===== src/rtl/param_sync_fifo_pkg.sv =====
// Shared definitions for the parametrised single-clock FIFO.
// Contents: default geometry and flag thresholds, plus a ceil-log2
// helper used to derive and cross-check the pointer width.
package param_sync_fifo_pkg;

    localparam int FIFO_WIDTH_DEF = 8;
    localparam int FIFO_DEPTH_DEF = 64;
    localparam int FIFO_AW_DEF    = 6;
    localparam int FIFO_AF_DEF    = 60;
    localparam int FIFO_AE_DEF    = 4;

    function automatic int fifo_clog2(input int value);
        int result;
        result = 0;
        while ((1 << result) < value) begin
            result = result + 1;
        end
        return result;
    endfunction

endpackage


===== src/rtl/param_sync_fifo_ptr.sv =====
// Wrap-around binary pointer for the FIFO. One instance tracks the write
// address and another tracks the read address.
// Ports:
//   CLK   rising-edge clock
//   clr   asynchronous active-low reset
//   clear synchronous clear to zero (takes priority over inc)
//   inc   advance by one, wrapping modulo 2**AW
//   ptr   current pointer value
module param_sync_fifo_ptr
    import param_sync_fifo_pkg::*;
#(
    parameter int AW = FIFO_AW_DEF
) (
    input  logic          CLK,
    input  logic          clr,
    input  logic          clear,
    input  logic          inc,
    output logic [AW-1:0] ptr
);

    logic [AW-1:0] ptr_q;
    logic [AW-1:0] ptr_d;

    // The power-of-two depth lets the natural AW-bit overflow do the wrap.
    always_comb begin
        ptr_d = ptr_q;
        if (clear) begin
            ptr_d = '0;
        end else if (inc) begin
            ptr_d = ptr_q + AW'(1);
        end
    end

    always_ff @(posedge CLK or negedge clr) begin
        if (!clr) begin
            ptr_q <= '0;
        end else begin
            ptr_q <= ptr_d;
        end
    end

    assign ptr = ptr_q;

endmodule


===== src/rtl/param_sync_fifo.sv =====
// Parametrised single-clock FIFO with occupancy count, programmable
// almost-full/almost-empty flags, synchronous flush and sticky
// overflow/underflow flags.
// Ports:
//   CLK, clr            clock, asynchronous active-low reset
//   flush               synchronous clear of pointers/count/errors
//   wr_en, wr_data      write request and data
//   rd_en               read request
//   rd_data, rd_valid   registered read data, valid one cycle after a pop
//   full, empty         count == DEPTH, count == 0
//   almost_full/empty   count >= AF_LEVEL, count <= AE_LEVEL
//   count               occupancy 0..DEPTH
//   overflow/underflow  sticky request-while-full / request-while-empty
module param_sync_fifo
    import param_sync_fifo_pkg::*;
#(
    parameter int WIDTH    = FIFO_WIDTH_DEF,
    parameter int DEPTH    = FIFO_DEPTH_DEF,
    parameter int AW       = FIFO_AW_DEF,
    parameter int AF_LEVEL = FIFO_AF_DEF,
    parameter int AE_LEVEL = FIFO_AE_DEF
) (
    input  logic             CLK,
    input  logic             clr,
    input  logic             flush,
    input  logic             wr_en,
    input  logic [WIDTH-1:0] wr_data,
    input  logic             rd_en,
    output logic [WIDTH-1:0] rd_data,
    output logic             rd_valid,
    output logic             full,
    output logic             empty,
    output logic             almost_full,
    output logic             almost_empty,
    output logic [AW:0]      count,
    output logic             overflow,
    output logic             underflow
);

    if ((DEPTH != (1 << AW)) || (AW != fifo_clog2(DEPTH))) begin : g_bad_geometry
        $error("param_sync_fifo: DEPTH must equal 2**AW");
    end
    if ((AF_LEVEL < 1) || (AF_LEVEL > DEPTH) || (AE_LEVEL < 0) || (AE_LEVEL > DEPTH - 1)) begin : g_bad_levels
        $error("param_sync_fifo: almost-full/almost-empty level out of range");
    end

    localparam logic [AW:0] DEPTH_C = (AW+1)'(DEPTH);
    localparam logic [AW:0] AF_C    = (AW+1)'(AF_LEVEL);
    localparam logic [AW:0] AE_C    = (AW+1)'(AE_LEVEL);

    logic [WIDTH-1:0] mem_q [DEPTH];
    logic [AW-1:0]    wr_ptr;
    logic [AW-1:0]    rd_ptr;
    logic [AW:0]      count_q,    count_d;
    logic [WIDTH-1:0] rd_data_q,  rd_data_d;
    logic             rd_valid_q, rd_valid_d;
    logic             ovf_q,      ovf_d;
    logic             udf_q,      udf_d;
    logic             wr_acc;
    logic             rd_acc;

    always_comb begin
        full         = (count_q == DEPTH_C);
        empty        = (count_q == '0);
        almost_full  = (count_q >= AF_C);
        almost_empty = (count_q <= AE_C);

        // Acceptance uses pre-edge flags, so a full FIFO still pops and an
        // empty one still pushes when both requests arrive together.
        wr_acc = wr_en & ~full  & ~flush;
        rd_acc = rd_en & ~empty & ~flush;

        count_d    = count_q;
        rd_data_d  = rd_data_q;
        rd_valid_d = rd_acc;
        ovf_d      = ovf_q | (wr_en & full);
        udf_d      = udf_q | (rd_en & empty);

        if (flush) begin
            count_d = '0;
            ovf_d   = 1'b0;
            udf_d   = 1'b0;
        end else if (wr_acc && !rd_acc) begin
            count_d = count_q + (AW+1)'(1);
        end else if (rd_acc && !wr_acc) begin
            count_d = count_q - (AW+1)'(1);
        end

        if (rd_acc) begin
            rd_data_d = mem_q[rd_ptr];
        end
    end

    param_sync_fifo_ptr #(.AW(AW)) u_wr_ptr (
        .CLK   (CLK),
        .clr   (clr),
        .clear (flush),
        .inc   (wr_acc),
        .ptr   (wr_ptr)
    );

    param_sync_fifo_ptr #(.AW(AW)) u_rd_ptr (
        .CLK   (CLK),
        .clr   (clr),
        .clear (flush),
        .inc   (rd_acc),
        .ptr   (rd_ptr)
    );

    // Storage has no reset; unwritten words can never be popped because
    // the count gates every read.
    always_ff @(posedge CLK) begin
        if (wr_acc) begin
            mem_q[wr_ptr] <= wr_data;
        end
    end

    always_ff @(posedge CLK or negedge clr) begin
        if (!clr) begin
            count_q    <= '0;
            rd_data_q  <= '0;
            rd_valid_q <= 1'b0;
            ovf_q      <= 1'b0;
            udf_q      <= 1'b0;
        end else begin
            count_q    <= count_d;
            rd_data_q  <= rd_data_d;
            rd_valid_q <= rd_valid_d;
            ovf_q      <= ovf_d;
            udf_q      <= udf_d;
        end
    end

    assign count     = count_q;
    assign rd_data   = rd_data_q;
    assign rd_valid  = rd_valid_q;
    assign overflow  = ovf_q;
    assign underflow = udf_q;

endmodule


===== config.mk =====
export PLATFORM = sky130hd
export DESIGN_NAME = param_sync_fifo
export DESIGN_NICKNAME = d
export VERILOG_FILES = /design/src/rtl/param_sync_fifo_pkg.sv /design/src/rtl/param_sync_fifo_ptr.sv /design/src/rtl/param_sync_fifo.sv
export SDC_FILE = /design/constraint.sdc
export NUM_CORES = 1
export LEC_CHECK = 0
export BUFFER_PORTS_ARGS = -buffer_cell sky130_fd_sc_hd__buf_2
export CORE_MARGIN = 8
export CORE_UTILIZATION = 34
export CTS_BUF_LIST = sky130_fd_sc_hd__clkbuf_8
export CTS_CLUSTER_DIAMETER = 60
export DETAILED_ROUTE_END_ITERATION = 8
export HOLD_SLACK_MARGIN = 0.15
export PLACE_DENSITY_LB_ADDON = 0.25
export SLEW_MARGIN = 20
export SYNTH_ARGS = -nofsm -noshare
export SYNTH_HDL_FRONTEND = slang
export SYNTH_SLANG_ARGS = --single-unit

===== constraint.sdc =====
create_clock -name CLK -period 7.4 [get_ports CLK]
set_clock_uncertainty 0.1 [all_clocks]
set_input_delay 1.48 -clock CLK [delete_from_list [all_inputs] [get_ports CLK]]
set_output_delay 1.48 -clock CLK [all_outputs]
set_load 0.01 [all_outputs]

# Word level (Yosys, flattened, before mapping)
# Memories as Yosys holds them, arrays and structs flattened. A register that Yosys moved wholly into a read port is not among the register bits.
# Index checks and enable logic that the tools add are counted.
classes:
  addsub: 4
  n_mul: 0
  div_mod_pow: 0
  magnitude_cmp: 2
  n_eq_ne: 1
  shift: 0
  muxes: 11
  n_bitwise: 11
  n_reduce_logical: 9
op_table:
  columns: ["operator", "n"]
  rows:
  - ["$mux 6", 4]
  - ["$mux 7", 3]
  - ["$add 6x1->6 const B", 2]
  - ["$add 7x1->7 const B", 1]
  - ["$eq 7x7->1 const B", 1]
  - ["$ge 7x6->1 const B", 1]
  - ["$le 7x3->1 const B", 1]
  - ["$logic_not 7->1", 1]
  - ["$sub 7x1->7 const B", 1]
  - ["$and 1x1->1", 6]
  - ["$mux 1", 4]
  - ["$reduce_bool 2->1", 2]
  - ["$logic_not 1->1", 3]
  - ["$not 1->1", 3]
  - ["$reduce_bool 3->1", 1]
  - ["$logic_and 1x1->1", 2]
  - ["$or 1x1->1", 2]
totals:
  ff_bits: 22
  latchBits: 0
  mem_bits_rw: 512
  romBits: 0
  inputBits: 13
  output_inout_bits: 22
  memories: 1
mem_list:
  columns: ["memory", "depth", "word_bits", "rd", "rd_ports_with_merged_regs", "wr", "line_no", "text"]
  rows:
  - ["mem_q", 64, 8, 1, 1, 1, "param_sync_fifo.sv:51", "logic [WIDTH-1:0] mem_q [DEPTH];"]

# Depth between registers and ports, before layout
# Gate-level depths: netlist (run 1).
depth:
  ltp_word: 9
  mapped_depth: 12
  ltp_nobuf: 12

# Cells and area by module
# A second synthesis (run 1) with hierarchy kept.
unflattened:
  cells_unflattened: 1097
  area_unflattened_um2: 21536.9
by_module_without_submodules:
  columns: ["mod", "instances", "cells_each", "area_per_inst_um2", "seq_area_each_um2"]
  rows:
  - ["param_sync_fifo", 1, 1049, 20998.9, 15825.2]
  - ["param_sync_fifo_ptr", 2, 24, 269.0, 150.1]

# Least setup slack after synthesis (run 1)
# Ideal clock, no wire load.
synth_timing:
  path_kind: "input-to-reg"
  start: "in wr_en"
  end: "reg count_q[6] (netlist: count[6])"
  setup_time_ns: 0.135
  t_arrival_ns: 3.513
  setup_slack_ns: 3.651
  path_stages: 11
  cell_sequence: "inv_1 > a31oi_1 > nand2_2 > or2_2 > ha_1 > nor2b_1 > o21ai_0 > a21oi_1 > nor3_1 > o21ai_0 > nor3b_1"
synth_via:
  elab_chain_cells: 5
  elab_cells_between_ends: 8
  classes_between: "mux: 2; bitwise: 2; reduce/logical: 4"
synth_lines:
  columns: ["item", "line_no", "text"]
  rows:
  - ["start, declared", "param_sync_fifo.sv:26", "input logic wr_en,"]
  - ["$and 1x1->1 (*) (2 in series)", "param_sync_fifo.sv:70", "wr_acc = wr_en & ~full & ~flush;"]
  - ["$logic_and 1x1->1 or $logic_not 1->1 (tied branches)", "param_sync_fifo.sv:83, param_sync_fifo.sv:85", null]
  - ["$mux 7 or $logic_and 1x1->1 (tied branches)", "param_sync_fifo.sv:83, param_sync_fifo.sv:85", null]
  - ["$mux 7 or $reduce_bool 3->1 (tied branches)", null, null]
  - ["end signal, assigned", "param_sync_fifo.sv:126", "count_q <= count_d;"]
  - ["end, declared", "param_sync_fifo.sv:54", "logic [AW:0] count_q, count_d;"]
# Mark *: on every way between the ends. The rest lies on a longest branch, timed or not.
# A chain may end at the register's enable or synchronous reset.

==> results.sh, run 1 <==
export IMPL_clockBufferDepth=3
export IMPL_setup_viol=0
export IMPL_p_comb_share_pct=15.1
export IMPL_intPower_w=0.005198
export IMPL_max_freq_mhz=267.0
export IMPL_power_w=0.007020
export IMPL_hp_class="reg2reg"
export IMPL_synth_warning_count=0
export IMPL_swShare_pct=25.95
export IMPL_dr_pass1_iters=5
export IMPL_cts_buffers=87
export IMPL_final_antenna_net_count=0
export IMPL_critical_path_slowest_cell="dfrtp_4"
export IMPL_synth_cell_types=56
export IMPL_syn_area_mm2=0.02141
export IMPL_place_area_mm2=0.02247
export IMPL_grt_total_usage_pct=14.40
export IMPL_antenna_found_initial=0
export IMPL_cp_cell_sequence="buf_12 > mux4_2 > and2_1 > a211oi_1 > a31oi_1 > a32oi_1 > nand2_1"
export IMPL_die_y_um=266.9
export IMPL_async_reset_ff_share_pct=5.535
export IMPL_via_count=10570
export IMPL_fin_tns_setup_ps=0
export IMPL_p_sw_w=0.001822
export IMPL_tritoncts="done"
export IMPL_num_rows=92
export IMPL_port_buffers=34
export IMPL_pin_count=35
export IMPL_p_leak_nw=7.553
export IMPL_crit_path_end_kind="flip-flop"
export IMPL_slew_violations=0
export IMPL_drt_iter0_drc=1061
export IMPL_cts_resized=0
export IMPL_viasPerCell=5.124
export IMPL_critPathMaxFanout=111
export IMPL_holdBufCountCts=0
export IMPL_worstMarginPinSlew_ps=959.5
export IMPL_syn_nets=1091
export IMPL_syn_to_final_growth_pct=12.62
export IMPL_antenna_cells=0
export IMPL_gp_congestion=0.7640
export IMPL_grt_pass1_wl_um=75520
export IMPL_vdd_ir_drop_worst_uv=118.1
export IMPL_cts_setup_buffers=0
export IMPL_core_area_mm2=0.06262
export IMPL_synth_main_ff_cell="edfxtp_1"
export IMPL_reg2reg_depth=7
export IMPL_powerDensity_mw_per_mm2=291.1
export IMPL_start_util_pct=34.19
export IMPL_dieArea_mm2=0.07126
export IMPL_start_kind="flip-flop"
export IMPL_outcome="finished clean"
export IMPL_wire_per_inst_um=24.78
export IMPL_pwr_share_clk_pct=34.9
export IMPL_path_class="reg2reg"
export IMPL_synth_edf_count=512
export IMPL_holdPathStages=2
export IMPL_drc=0
export IMPL_slew_headroom_pct=35.80
export IMPL_slowest_delay_ps=780
export IMPL_overflow=0
export IMPL_fin_area_mm2=0.02411
export IMPL_die_width_um=266.9
export IMPL_syn_inst=1069
export IMPL_ys_seq_area_share_pct=75.32
export IMPL_hold_viol=0
export IMPL_synth_seq_cells=542
export IMPL_routed_wl_um=51130
export IMPL_cts_root_buf="clkbuf_8"
export IMPL_fin_nets=1174
export IMPL_clkSinkCount=542
export IMPL_cp_data_arrival_time_ps=4160
export IMPL_htreeDepth=3
export IMPL_finalCritPeriodShare_pct=50.61
export IMPL_grt_max_degree=112
export IMPL_nFillCells=5756
export IMPL_fin_crit_ps=3745
export IMPL_power_frac_seq_pct=50.0
export IMPL_grt_pass1_vias=11080
export IMPL_drv_cap=0
export IMPL_insertion_delay_ps=650
export IMPL_rsz0062_at_grt="false"
export IMPL_critPathRequiredTime_ps=7810
export IMPL_cts_clk_slew_worst_paths_ps=60
export IMPL_drive_gt1_share_pct=25.23
export IMPL_dp_hpwl_um=29740
export IMPL_avgSynthCellArea_um2=20.03
-- flip-flops by register name, summed over array words and instances (netlist names) --
signal / cells
overflow: 1
underflow: 1
count: 7
mem_q: 512
u_rd_ptr.ptr: 6
rd_valid: 1
u_wr_ptr.ptr: 6
rd_data: 8
-- worst paths after layout --
kind | slack [ps] | from | endpoint
max | 3650 | u_rd_ptr.ptr[0] | rd_data[2]
min | 390 | underflow | underflow
max in group asynchronous | 5800 | clr | u_rd_ptr.ptr[0]
max reg2reg | 3650 | u_rd_ptr.ptr[0] | rd_data[2]
min reg2reg | 390 | underflow | underflow
min in group asynchronous | 810 | clr | rd_data[1]
-- cell families after synthesis --
family	after synthesis	share of synthesized area (%)
AND/OR/NAND/NOR	219	4.611
flip-flops	542	75.32
multiplexers	148	14.87
AO/OA/AOI/OAI	73	2.495
XOR/XNOR	14	0.5727
buffers and inverters	64	1.572
adder cells (fa/ha/maj)	9	0.5610
-- worst max-delay path: cells and delay by family, from the launching register on --
kind / cells / cell delay, ps
buf+inv: 1 / 740
simple gates: 2 / 280
compound gates: 3 / 1060
mux: 1 / 590
flops: 1 / 780
-- area by class of cell --
cell class / count / area, um^2 / area share (%)
Multi-Input combinational cell: 463 / 4949 / 20.52
Tap cell: 846 / 1059 / 4.390
Sequential cell: 542 / 16130 / 66.91
Timing Repair Buffer: 49 / 297.8 / 1.235
Inverter: 9 / 33.78 / 0.1401
Clock buffer: 93 / 1280 / 5.308
Clock inverter: 61 / 360.3 / 1.494
-- stage by stage --
stage / util, % / setup WS (ps) / hold slack [ps] / cells
3_3_place_gp: 35.88 / 3217 / 375.3 / 1909
5_1_grt: 38.51 / 3415 / 409.7 / 2063
3_5_place_dp: 35.89 / 3167 / 388.2 / 1909
4_1_cts: 38.51 / 3542 / 401.9 / 2063
6_report: 38.51 / 3655 / 391.6 / 2063
2_1_floorplan: - / 3651 / 414.5 / 1069
-- cell usage after synthesis (all sizes together) (3+ instances only) --
master | instances | share of area (%)
nor3b | 3 | 0.11
inv | 9 | 0.16
buf | 37 | 1.1
nor2b | 8 | 0.23
o22ai | 15 | 0.44
clkbuf | 18 | 0.32
nor3 | 8 | 0.21
a211oi | 5 | 0.18
mux4 | 136 | 14
or3 | 3 | 0.11
a2111oi | 4 | 0.16
a22oi | 6 | 0.21
xor2 | 8 | 0.33
or2 | 3 | 0.088
dfrtp | 30 | 3.5
a32oi | 7 | 0.29
o21ai | 4 | 0.094
a31oi | 7 | 0.20
mux2i | 11 | 0.51
nor2 | 92 | 1.6
and2 | 6 | 0.18
nand3b | 4 | 0.14
xnor2 | 6 | 0.25
o31ai | 6 | 0.27
nand4 | 5 | 0.15
and3 | 3 | 0.088
edfxtp | 512 | 72
nand3 | 14 | 0.33
a21oi | 9 | 0.21
nand2 | 63 | 1.1
ha | 8 | 0.47
-- power groups by stage --
stage / clock network (W) / logic (W) / registers [W]
6_report: 0.00245 / 0.00106 / 0.00351
5_1_grt: 0.00264 / 0.00115 / 0.00352
4_1_cts: 0.00252 / 0.00108 / 0.00351
3_5_place_dp: 0 / 0.00108 / 0.00358
3_3_place_gp: 0 / 0.00108 / 0.00357
2_1_floorplan: 0 / 0.000776 / 0.00353
-- cell usage in the layout, fill, tap and decap left out, types with 5 or more instances in the layout --
cell type	instances
and2_1	6
clkinvlp_4	5
xnor2_1	6
a21oi_1	9
buf_4	15
o31ai_1	5
dfrtp_1	28
clkinv_1	20
edfxtp_1	512
xor2_1	8
buf_2	33
a211oi_1	5
mux2i_1	11
clkbuf_8	93
nor2b_1	8
nor3_1	7
a31oi_1	7
nand2_1	62
mux4_2	136
clkinv_2	6
o22ai_1	15
inv_1	33
a22oi_1	6
a32oi_1	7
ha_1	8
nand4_1	5
nand3_1	14
nor2_1	92
-- routing by layer --
layer / routed length, um / vias to the layer above / global-route usage (%)
met1: 22740 / 5573 / 19.95
li1: - / 4540 / -
met4: 935 / 0 / 3.558
met3: 3531 / 82 / 3.905
met5: 0 / - / 0
met2: 23930 / 376 / 22.47
No activity file was read; power rests on OpenSTA's default activity.
==> run 2: changes to the inputs <==
==> constraint.sdc (replaced) <==
create_clock -name CLK -period 3.4 [get_ports CLK]
set_clock_uncertainty 0.1 [all_clocks]
set_input_delay 0.68 -clock CLK [delete_from_list [all_inputs] [get_ports CLK]]
set_output_delay 0.68 -clock CLK [all_outputs]
set_load 0.01 [all_outputs]
==> results.sh, run 2 (same netlist as run 1, synthesis figures left out) <==
export IMPL_die_width_um=266.9
export IMPL_grt_pass1_vias=11300
export IMPL_cpLargestDelayFamily="simple AND/OR/NAND/NOR gates"
export IMPL_pin_count=35
export IMPL_final_antenna_net_count=0
export IMPL_cts_resized=0
export IMPL_dr_pass1_iters=5
export IMPL_rsz0062_at_grt="false"
export IMPL_critical_path_slowest_cell="dfrtp_1"
export IMPL_grt_total_usage_pct=14.46
export IMPL_drc=0
export IMPL_cp_cell_sequence="or3_4 > o31ai_4 > nand2_2 > or2_2 > ha_1 > nor2b_1 > o21ai_0 > a21oi_1 > nor3_1 > o21ai_0 > nor3b_1"
export IMPL_hold_viol=0
export IMPL_use_met2_pct=22.62
export IMPL_vdd_ir_drop_worst_uv=243.6
export IMPL_drv_cap=0
export IMPL_via_count=10900
export IMPL_hp_class="in2reg"
export IMPL_powerDensity_mw_per_mm2=618.0
export IMPL_worstHoldStart="wr_en"
export IMPL_grt_max_degree=65
export IMPL_max_freq_mhz=316.8
export IMPL_dieArea_mm2=0.07126
export IMPL_tritoncts="done"
export IMPL_preCtsSetupSlack_ps=257.0
export IMPL_routed_wl_um=51030
export IMPL_setup_viol=0
export IMPL_r2r_slack_ps=240
export IMPL_htreeDepth=3
export IMPL_cts_setup_buffers=0
export IMPL_reg2reg_depth=11
export IMPL_cp_data_arrival_time_ps=3580
export IMPL_fin_tns_setup_ps=0
export IMPL_drive_gt1_share_pct=31.01
export IMPL_core_area_mm2=0.06262
export IMPL_finalCritPeriodShare_pct=92.85
export IMPL_drt_iter0_drc=948
export IMPL_timing_rr_end="count[6]"
export IMPL_holdPathStages=3
export IMPL_wire_per_inst_um=23.57
export IMPL_nFillCells=5669
export IMPL_antenna_cells=0
export IMPL_cts_root_buf="clkbuf_8"
export IMPL_holdBufCountCts=1
export IMPL_worstMarginPinSlew_ps=859.5
export IMPL_syn_to_final_growth_pct=16.38
export IMPL_port_buffers=34
export IMPL_critPathMaxFanout=7
export IMPL_gp_congestion=0.8181
export IMPL_viasPerCell=5.034
export IMPL_fin_crit_ps=3157
export IMPL_crit_buf_inv=0
export IMPL_start_util_pct=34.19
export IMPL_top_usage_layer="met2"
export IMPL_largest_register="mem_q"
export IMPL_gr_usage_met3_pct=3.132
export IMPL_largest_reg_flops=512
export IMPL_grt_pass1_wl_um=76040
export IMPL_die_y_um=266.9
export IMPL_path_class="reg2reg"
export IMPL_worstReg2RegStart="count[3]"
export IMPL_clkSinkCount=542
export IMPL_hold_path_endpoint="overflow"
export IMPL_slowest_delay_ps=450
export IMPL_dp_hpwl_um=32730
export IMPL_slew_violations=0
export IMPL_clockBufferDepth=3
export IMPL_final_cell_mix="512 x edfxtp_1, 136 x mux4_2, 106 x buf_4, 93 x clkbuf_8, 92 x nor2_1"
export IMPL_cpMostUsedCell="o21ai_0"
export IMPL_antenna_found_initial=1
export IMPL_num_rows=92
export IMPL_critPathRequiredTime_ps=3830
export IMPL_p_leak_nw=8.078
export IMPL_overflow=0
export IMPL_crit_path_end_kind="flip-flop"
export IMPL_outcome="finished clean"
export IMPL_cts_clk_slew_worst_paths_ps=70
export IMPL_slew_headroom_pct=42.70
export IMPL_timing_final_ws_setup_ps=243.3
export IMPL_met1_usage_pct=20.48
export IMPL_start_kind="flip-flop"
export IMPL_insertion_delay_ps=660
export IMPL_layout_commonest_cell="edfxtp_1"
export IMPL_fin_nets=1273
export IMPL_cts_buffers=87
==> run 2: cell count changes in the layout (fill, tap and decap cells not counted), moves of 3 or more <==
cell        change
clkinv_2        +7
inv_1           -9
buf_12          +6
buf_4          +91
clkinvlp_4      -3
clkinv_1        +8
==> run 2: worst max-delay path by stage <==
stage                     endpoint  cells after the start  startpoint
after global placement    count[6]                     11    count[3]
after CTS                 count[6]                     11    count[3]
after floorplan           count[6]                     11    count[3]
after global routing      count[6]                     11    count[3]
final                     count[6]                     11    count[3]
after detailed placement  count[6]                     11    count[3]
==> run 2: worst min-delay path, cell delays in order <==
cell     delay [ps]
buf_2           100
a21oi_1          60
nor2_1           70
==> run 2: stage by stage <==
step,instance area [um^2],instances,util [%],power (W),hold slack (ps)
6_report,24920,2165,39.79,0.01540,215.4
5_1_grt,24920,2165,39.79,0.01606,177.6
4_1_cts,24920,2165,39.79,0.01562,152.4
3_5_place_dp,23280,2007,37.18,0.01032,386.8
3_3_place_gp,23280,2007,37.18,0.01031,374.6
2_1_floorplan,21410,1069,-,0.009382,284.4
==> run 2: final cells by class <==
cell class / instances / area, um^2 / share of cell area [%]
Sequential cell: 542 / 16130 / 64.75
Multi-Input combinational cell: 463 / 4949 / 19.86
Clock buffer: 93 / 1280 / 5.137
Timing Repair Buffer: 148 / 1116 / 4.479
Tap cell: 846 / 1059 / 4.248
Clock inverter: 64 / 347.8 / 1.396
Inverter: 9 / 33.78 / 0.1356
==> run 2: power by group <==
group / internal, W / switching, W
sequential: 0.00742 / 0.000176
combinational: 0.00119 / 0.00134
clock: 0.00275 / 0.00252
==> run 2: routing by layer <==
layer | part of all wire [%] | wire length [um]
met2 | 47 | 24040
met5 | 0 | 0
met3 | 5.0 | 2536
met1 | 46 | 23570
met4 | 1.7 | 888
==> run 3: changes to the inputs <==
--- a/config.mk
+++ b/config.mk
@@ -12,7 +12,7 @@
 export CTS_CLUSTER_DIAMETER = 60
 export DETAILED_ROUTE_END_ITERATION = 8
 export HOLD_SLACK_MARGIN = 0.15
-export PLACE_DENSITY_LB_ADDON = 0.25
+export PLACE_DENSITY = 0.61
 export SLEW_MARGIN = 20
 export SYNTH_ARGS = -nofsm -noshare
 export SYNTH_HDL_FRONTEND = slang
==> results.sh, run 3 (same netlist as run 1, synthesis figures left out) <==
export IMPL_routed_wl_um=50270
export IMPL_max_freq_mhz=315.2
export IMPL_dp_hpwl_um=31630
export IMPL_cp_data_arrival_time_ps=3580
export IMPL_overflow=0
export IMPL_slew_violations=0
export IMPL_reg2reg_depth=11
export IMPL_dr_pass1_iters=5
export IMPL_tritoncts="done"
export IMPL_clkSinkCount=542
export IMPL_syn_to_final_growth_pct=16.47
export IMPL_via_count=10990
export IMPL_final_antenna_net_count=0
export IMPL_insertion_delay_ps=650
export IMPL_fin_crit_ps=3172
export IMPL_crit_end="count[6]"
export IMPL_nFillCells=5632
export IMPL_drive_gt1_share_pct=30.49
export IMPL_timing_final_ws_setup_ps=227.9
export IMPL_worstReg2RegStart="count[3]"
export IMPL_preCtsSetupSlack_ps=210.0
export IMPL_hold_viol=0
export IMPL_cts_buffers=89
export IMPL_dieArea_mm2=0.07126
export IMPL_antenna_found_initial=1
export IMPL_fin_nets=1266
export IMPL_critPathMaxFanout=7
export IMPL_largest_register="mem_q"
export IMPL_drt_iter0_drc=1077
export IMPL_drv_cap=0
export IMPL_fin_tns_setup_ps=0
export IMPL_vdd_ir_drop_worst_uv=218.4
export IMPL_layout_commonest_cell="edfxtp_1"
export IMPL_finalCritPeriodShare_pct=93.30
export IMPL_place_area_mm2=0.02321
export IMPL_multi_input_area_mm2=0.004959
export IMPL_r2r_slack_ps=230
export IMPL_critPathRequiredTime_ps=3810
export IMPL_worstMarginPinSlew_ps=881.0
export IMPL_port_buffers=34
export IMPL_seq_area_mm2=0.01613
export IMPL_slew_headroom_pct=41.14
export IMPL_crit_path_end_kind="flip-flop"
export IMPL_rsz0062_at_grt="false"
export IMPL_pin_count=35
export IMPL_fin_area_mm2=0.02494
export IMPL_cts_setup_buffers=0
export IMPL_hp_class="in2reg"
export IMPL_die_y_um=266.9
export IMPL_gp_congestion=0.7945
export IMPL_grt_total_usage_pct=14.11
export IMPL_dp_cells=1998
export IMPL_viasPerCell=5.083
export IMPL_wire_per_inst_um=23.26
export IMPL_final_cell_mix="512 x edfxtp_1, 136 x mux4_2, 98 x buf_4, 97 x clkbuf_8, 92 x nor2_1"
export IMPL_die_width_um=266.9
export IMPL_grt_pass1_vias=11390
export IMPL_largest_reg_flops=512
export IMPL_antenna_cells=0
export IMPL_timing_rr_end="count[6]"
export IMPL_num_rows=92
export IMPL_powerDensity_mw_per_mm2=619.7
export IMPL_cts_root_buf="clkbuf_8"
export IMPL_grt_pass1_wl_um=75520
export IMPL_outcome="finished clean"
export IMPL_cts_clk_slew_worst_paths_ps=50
export IMPL_htreeDepth=3
export IMPL_start_util_pct=34.19
export IMPL_fin_cells=2161
export IMPL_grt_max_degree=65
export IMPL_path_class="reg2reg"
export IMPL_clockBufferDepth=3
export IMPL_drc=0
export IMPL_core_area_mm2=0.06262
export IMPL_p_leak_nw=8.144
export IMPL_setup_viol=0
export IMPL_crit_start="count[3]"
export IMPL_start_kind="flip-flop"
-- run 3: cell type report --
type,count,share of cell area (%)
well taps,846,4.245
clock buffers,97,5.353
flip-flops and latches,542,64.69
clock inverters,65,1.475
repair buffers,139,4.215
inverters,9,0.1355
multi-input cells,463,19.88
-- run 3: per-stage QoR --
stage | hold slack (ps) | total power, W | util, %
final | 223.4 | 0.01546 | 39.82
after global routing | 185.2 | 0.01610 | 39.82
after CTS | 157.0 | 0.01565 | 39.80
after detailed placement | 383.8 | 0.01025 | 37.07
after global placement | 382.4 | 0.01022 | 37.07
after floorplan | 284.4 | 0.009382 | -
-- run 3: worst min-delay path by stage --
stage              start         to  slack [ps]  cells past startpoint
2_1_floorplan        clr   count[0]         280                      0
3_3_place_gp   underflow  underflow         380                      2
3_5_place_dp   underflow  underflow         380                      2
4_1_cts            wr_en   overflow         160                      3
5_1_grt            wr_en   overflow         190                      3
6_report           wr_en   overflow         220                      3
-- run 3: timing repair --
item,4_1_cts,5_1_grt
setup endpoints to repair,0,1
resized for setup,0,2
endpoints found under the hold margin,30,0
hold buffers,1,0
-- run 3: report_power, final --
part / switching (W) / internal (W) / total, W
Sequential: 0.000175 / 0.00742 / 0.00760
Clock: 0.00246 / 0.00292 / 0.00538
Combinational: 0.00130 / 0.00118 / 0.00248
-- run 3: metal layers --
| metal | global-route usage (%) | wire [um] | vias to the layer above |
|---|---|---|---|
| met5 | 0 | 13 | - |
| met4 | 3.558 | 837 | 2 |
| li1 | - | - | 4740 |
| met2 | 22.24 | 24040 | 430 |
| met3 | 3.297 | 3605 | 69 |
| met1 | 19.68 | 21780 | 5744 |
-- run 3: critical path, stage by stage (launching register included) --
cell	delay, ps
dfrtp_1	440
or3_4	430
o31ai_4	280
nand2_2	90
or2_2	360
ha_1	330
nor2b_1	160
o21ai_0	200
a21oi_1	130
o21ba_2	230
nor3_1	210
nor3b_2	80
